--- src/rtl/if_fetch_unit.sv ---
// Instruction-fetch front end: PC, direct-mapped instruction cache and a
// registered one-instruction output stage, backed by memctrl on a miss.
module if_fetch_unit #(
  parameter logic [31:0] RESET_PC          = 32'h0,
  parameter int unsigned ICACHE_INDEX_BITS = 6
) (
  input  logic        clk_in,
  input  logic        rst_in,
  input  logic        rdy_in,
  output logic        if_read_or_not,
  output logic [31:0] intru_addr,
  input  logic        if_load_done,
  input  logic [31:0] mem_ctrl_instru_to_if,
  input  logic        issue_stall,
  input  logic        jump_flag,
  input  logic [31:0] jump_target,
  output logic        inst_valid,
  output logic [31:0] inst,
  output logic [31:0] inst_pc
);

  localparam int unsigned Lines = 1 << ICACHE_INDEX_BITS;
  localparam int unsigned TagW  = 30 - ICACHE_INDEX_BITS;

  typedef enum logic [0:0] {StRun, StFetch} state_e;

  state_e      state_q, state_d;
  logic [31:0] pc_q, pc_d;
  logic [31:0] fetch_addr_q, fetch_addr_d;
  logic        discard_q, discard_d;
  logic        inst_valid_q, inst_valid_d;
  logic [31:0] inst_q, inst_d;
  logic [31:0] inst_pc_q, inst_pc_d;
  logic [Lines-1:0] valid_q, valid_d;

  logic [TagW-1:0] tag_q  [Lines];
  logic [31:0]     data_q [Lines];

  logic [ICACHE_INDEX_BITS-1:0] idx, fill_idx;
  logic [TagW-1:0]              tag, fill_tag;
  logic                         hit, can_load, fill_en;

  assign idx      = pc_q[ICACHE_INDEX_BITS+1:2];
  assign tag      = pc_q[31:ICACHE_INDEX_BITS+2];
  assign fill_idx = fetch_addr_q[ICACHE_INDEX_BITS+1:2];
  assign fill_tag = fetch_addr_q[31:ICACHE_INDEX_BITS+2];
  assign hit      = valid_q[idx] && (tag_q[idx] == tag);
  assign can_load = !inst_valid_q || !issue_stall;

  // Request drops in the done cycle so memctrl never sees a restart.
  assign if_read_or_not = rst_in && (state_q == StFetch) && !if_load_done;
  assign intru_addr     = fetch_addr_q;
  assign inst_valid     = inst_valid_q;
  assign inst           = inst_q;
  assign inst_pc        = inst_pc_q;

  always_comb begin
    state_d      = state_q;
    pc_d         = pc_q;
    fetch_addr_d = fetch_addr_q;
    discard_d    = discard_q;
    inst_valid_d = inst_valid_q;
    inst_d       = inst_q;
    inst_pc_d    = inst_pc_q;
    fill_en      = 1'b0;

    if (jump_flag) begin
      inst_valid_d = 1'b0;
      pc_d         = {jump_target[31:2], 2'b00};
      if (state_q == StFetch) begin
        if (if_load_done) begin
          fill_en   = 1'b1;
          state_d   = StRun;
          discard_d = 1'b0;
        end else begin
          discard_d = 1'b1;
        end
      end
    end else begin
      unique case (state_q)
        StRun: begin
          if (hit) begin
            if (can_load) begin
              inst_d       = data_q[idx];
              inst_pc_d    = pc_q;
              inst_valid_d = 1'b1;
              pc_d         = pc_q + 32'd4;
            end
          end else begin
            state_d      = StFetch;
            fetch_addr_d = pc_q;
            if (can_load) inst_valid_d = 1'b0;
          end
        end
        StFetch: begin
          if (can_load) inst_valid_d = 1'b0;
          if (if_load_done) begin
            fill_en   = 1'b1;
            state_d   = StRun;
            discard_d = 1'b0;
            // Resume at the fetched address unless a redirect moved the PC away.
            pc_d      = discard_q ? pc_q : fetch_addr_q;
          end
        end
        default: state_d = StRun;
      endcase
    end
  end

  always_comb begin
    valid_d = valid_q;
    if (fill_en) valid_d[fill_idx] = 1'b1;
  end

  always_ff @(posedge clk_in) begin
    if (!rst_in) begin
      state_q      <= StRun;
      pc_q         <= RESET_PC;
      fetch_addr_q <= RESET_PC;
      discard_q    <= 1'b0;
      inst_valid_q <= 1'b0;
      inst_q       <= 32'h0;
      inst_pc_q    <= 32'h0;
      valid_q      <= '0;
    end else if (rdy_in) begin
      state_q      <= state_d;
      pc_q         <= pc_d;
      fetch_addr_q <= fetch_addr_d;
      discard_q    <= discard_d;
      inst_valid_q <= inst_valid_d;
      inst_q       <= inst_d;
      inst_pc_q    <= inst_pc_d;
      valid_q      <= valid_d;
    end
  end

  // Tag and data arrays carry no reset; the valid bits gate every lookup.
  always_ff @(posedge clk_in) begin
    if (rst_in && rdy_in && fill_en) begin
      tag_q[fill_idx]  <= fill_tag;
      data_q[fill_idx] <= mem_ctrl_instru_to_if;
    end
  end

endmodule

--- config.mk ---
export PLATFORM = sky130hd
export DESIGN_NAME = if_fetch_unit
export DESIGN_NICKNAME = d
export VERILOG_FILES = /design/src/rtl/if_fetch_unit.sv
export SDC_FILE = /design/constraint.sdc
export NUM_CORES = 2
export LEC_CHECK = 0
export CAP_MARGIN = 30
export CORE_UTILIZATION = 30
export DETAILED_ROUTE_END_ITERATION = 8
export GPL_TIMING_DRIVEN = 0
export PLACE_DENSITY = 0.53
export SETUP_SLACK_MARGIN = 0.1
export SYNTH_ARGS = -nofsm -noshare
export SYNTH_HDL_FRONTEND = slang
export SYNTH_SLANG_ARGS = --single-unit
--- constraint.sdc ---
create_clock -name clk_in -period 4 [get_ports clk_in]
set_input_delay 0.6 -clock clk_in [delete_from_list [all_inputs] [get_ports clk_in]]
set_output_delay 0.6 -clock clk_in [all_outputs]
set_load 0.01 [all_outputs]
==> results.ini <==
[place]
portBuffers=163
dp_hpwl_um=375000
place_inst=13503
gp_congestion=0.894

[clock_network]
clock_path_buffers=4
clk_pin_slew_ps=60
cts_tree=built
htree_levels=5
insertion_delay_ps=1000
cts_buffers=383
root_buffer=clkbuf_16
cts.sinks=3785

[route]
drtPass1Iterations=9
drt-total-wl_um=533000
drc=0
viasPerCell=5.48
vias=78775
antenna_left=0
drt_iter0_markers=12779
avgRoutedWirePerCell_um=37.1

[setup_path]
cpPeakStageDelay_ps=520
crit_fanout=10
crit_path_frequent_cell=buf_4
worst_ep_arrival_time_ps=5810
cpMaxStageDelayCell=a22oi_2
crit_cells=21
cp_top_family=buffers and inverters
endpoint_kind=flop
critPathKind=flop to flop
cp.required_ps=4870
cp_cell_sequence=buf_6 > buf_4 > buf_6 > clkbuf_2 > buf_8 > clkbuf_2 > buf_8 > nand3b_1 > buf_4 > o22ai_1 > a311oi_1 > a22oi_2 > xnor2_2 > nor3_4 > and2_4 > and4_4 > buf_12 > buf_4 > buf_12 > mux2i_2 > nor2b_1
worstSetupStartpointType=flop
cp_num_buf_inv=11
r2r_cells=21

[power]
p_leak_nw=53.6
power.density_nw_per_um2=473
peakVddDrop_mv=0.359
total_power_mw=84.7

[die]
die_h_um=699
start_util=0.302
dieArea_um2=489000
io_pins=168
core.rowCount=255
die_w_um=699
core-area_um2=483000

[yosys]
yosysSeqAreaShare=0.765
syn-num-nets=6610
synth-edff-count=3584
synth-seq-cells=3785
avgSynthCellArea_um2=22.3
synth_cell_types=87
synth_area_um2=146000
synthArstFlopShare=0
synthesis.instances=6539
synth_warnings=0
synthFlopType=edfxtp_1

[sta]
worst_pin_slew_ps=1070
hold_slack_ps=26.1
tns_ps=-102810
finalClockSkew_ps=65.8
maxSlewHeadroom=0.283
maxSlewViolCount=0
setup_slack_ps=-949
rsz0062_at_grt=true
finalHoldViolCount=0
finalSetupViolCount=134
fmax_ghz=0.202
fin_crit_ps=4950
finalCritPeriodShare=1.24

[worst_hold_path]
hold_class=input port to flop
hold_depth=1

[cells_and_area]
instances_no_fill=14362
syn2layout_area_growth_pct=22.7
drive_gt1_frac=0.317
final_core_util=0.371
nFillCells=43479
multi_input_area_um2=33100
nets=7672
seqCellArea_um2=112000

[global_routing]
grt.overflow.total=0
track_usage=0.212
antenna_found_initial=38
grt_max_degree=68
grt_pass1_vias=76917
grt_pass1_wl_um=699000

[run_status]
violations=setup timing
status=finished with violations

[run]
drv_cap=0

worst register-to-register path, cell delays in order, from the launching register on:
cell	delay (ps)
dfxtp_2	480
buf_6	210
buf_4	210
buf_6	220
clkbuf_2	220
buf_8	190
clkbuf_2	250
buf_8	200
nand3b_1	140
buf_4	180
o22ai_1	200
a311oi_1	120
a22oi_2	520
xnor2_2	150
nor3_4	280
and2_4	230
and4_4	230
buf_12	140
buf_4	140
buf_12	190
mux2i_2	250
nor2b_1	60
through the flow:
stage / area (um^2) / worst slack [ps]
after floorplan: 146000 / -205
after global placement: 156000 / -8030
after detailed placement: 163000 / -3080
after CTS: 178000 / -762
after global routing: 179000 / -921
final: 179000 / -949
routing by layer:
metal	track usage	vias up	part of all wire
met5	0	-	0.0014
met4	0.0956	20	0.054
met3	0.0490	1110	0.10
met2	0.340	4912	0.47
met1	0.275	42899	0.38
li1	-	29834	-
flip-flops by register name (all words and copies together), names as in the netlist, named ones only:
name	flops
pc_q	32
intru_addr	32
state_q	1
inst_pc	32
inst	32
inst_valid	1
discard_q	1
valid_q	64
tag_q	1536
data_q	2048
cells in the final DEF (no fill, tap or decap), types with 58 or more instances in the layout:
| master | n |
|---|---|
| a21o_1 | 67 |
| a21oi_1 | 62 |
| a22oi_1 | 64 |
| buf_12 | 310 |
| buf_2 | 62 |
| buf_4 | 100 |
| buf_8 | 120 |
| clkbuf_1 | 216 |
| clkbuf_16 | 391 |
| clkdlybuf4s50_1 | 131 |
| clkinv_1 | 82 |
| dfxtp_1 | 173 |
| edfxtp_1 | 3584 |
| mux2i_1 | 260 |
| mux4_2 | 1006 |
| nand2_1 | 200 |
| nor2_1 | 58 |
| nor2_4 | 64 |
| nor2b_1 | 82 |
| o21ai_0 | 59 |
logic make-up after synthesis:
kind of cell	share of synthesized area
buf+inv	0.0146
simple gates	0.0203
mux	0.179
fa+ha+maj	0.0000857
xor+xnor	0.00204
flops	0.765
compound gates	0.0193
layout make-up:
class | count | share of cell area
Antenna cell | 18 | 0.000251
Buffer | 371 | 0.0174
Clock buffer | 482 | 0.0571
Clock inverter | 221 | 0.0135
Inverter | 11 | 0.000251
Multi-Input combinational cell | 2370 | 0.185
Sequential cell | 3785 | 0.624
Tap cell | 6425 | 0.0449
Timing Repair Buffer | 679 | 0.0583
cell usage after synthesis, drive strengths merged (4+ instances only):
| library cell | number | share of area |
|---|---|---|
| a2111oi | 7 | 0.00047 |
| a211oi | 13 | 0.00070 |
| a21o | 67 | 0.0034 |
| a21oi | 66 | 0.0023 |
| a221oi | 7 | 0.00042 |
| a22o | 9 | 0.00054 |
| a22oi | 67 | 0.0034 |
| a31oi | 16 | 0.00069 |
| a32oi | 4 | 0.00024 |
| and2 | 12 | 0.00053 |
| and2b | 5 | 0.00027 |
| and3 | 14 | 0.00060 |
| and4 | 4 | 0.00026 |
| buf | 179 | 0.0090 |
| clkbuf | 194 | 0.0054 |
| dfxtp | 201 | 0.028 |
| edfxtp | 3584 | 0.74 |
| inv | 11 | 0.00028 |
| mux2 | 20 | 0.0016 |
| mux2i | 279 | 0.019 |
| mux4 | 1021 | 0.16 |
| nand2 | 202 | 0.0052 |
| nand2b | 15 | 0.00064 |
| nand3 | 50 | 0.0017 |
| nand3b | 12 | 0.00062 |
| nand4 | 10 | 0.00043 |
| nor2 | 126 | 0.0032 |
| nor2b | 85 | 0.0036 |
| nor3 | 17 | 0.00058 |
| nor4 | 11 | 0.00051 |
| o211ai | 12 | 0.00062 |
| o21ai | 62 | 0.0021 |
| o221ai | 5 | 0.00030 |
| o22ai | 47 | 0.0020 |
| o32ai | 6 | 0.00036 |
| or2 | 5 | 0.00021 |
| or2b | 5 | 0.00026 |
| or3 | 9 | 0.00039 |
| or3b | 7 | 0.00042 |
| xnor2 | 15 | 0.00090 |
| xor2 | 19 | 0.0011 |
worst paths after layout:
check / from / end / slack (ps)
setup / recovery: flop / inst[4] / -950
hold reg to reg: valid_q[42] / valid_q[42] / 450
hold / removal: mem_ctrl_instru_to_if[11] / data_q[23][11] / 30
setup reg to reg: flop / inst[4] / -950
power by group:
group,switching (mW),internal [mW],total [mW]
clock network,15.6,21.2,36.8
logic,2.76,1.95,4.72
registers,0.0534,43.1,43.2
total,18.4,66.2,84.7
timing repair:
action | in CTS | in global routing
buffers inserted | 57 | 34
gates cloned | 5 | 0
endpoints found under the hold margin | 0 | 46
hold buffers | 0 | 12
resized for setup | 365 | 17
pin swaps | 20 | 19
setup endpoints to repair | 160 | 300
Power figures use the tool's default switching activity.
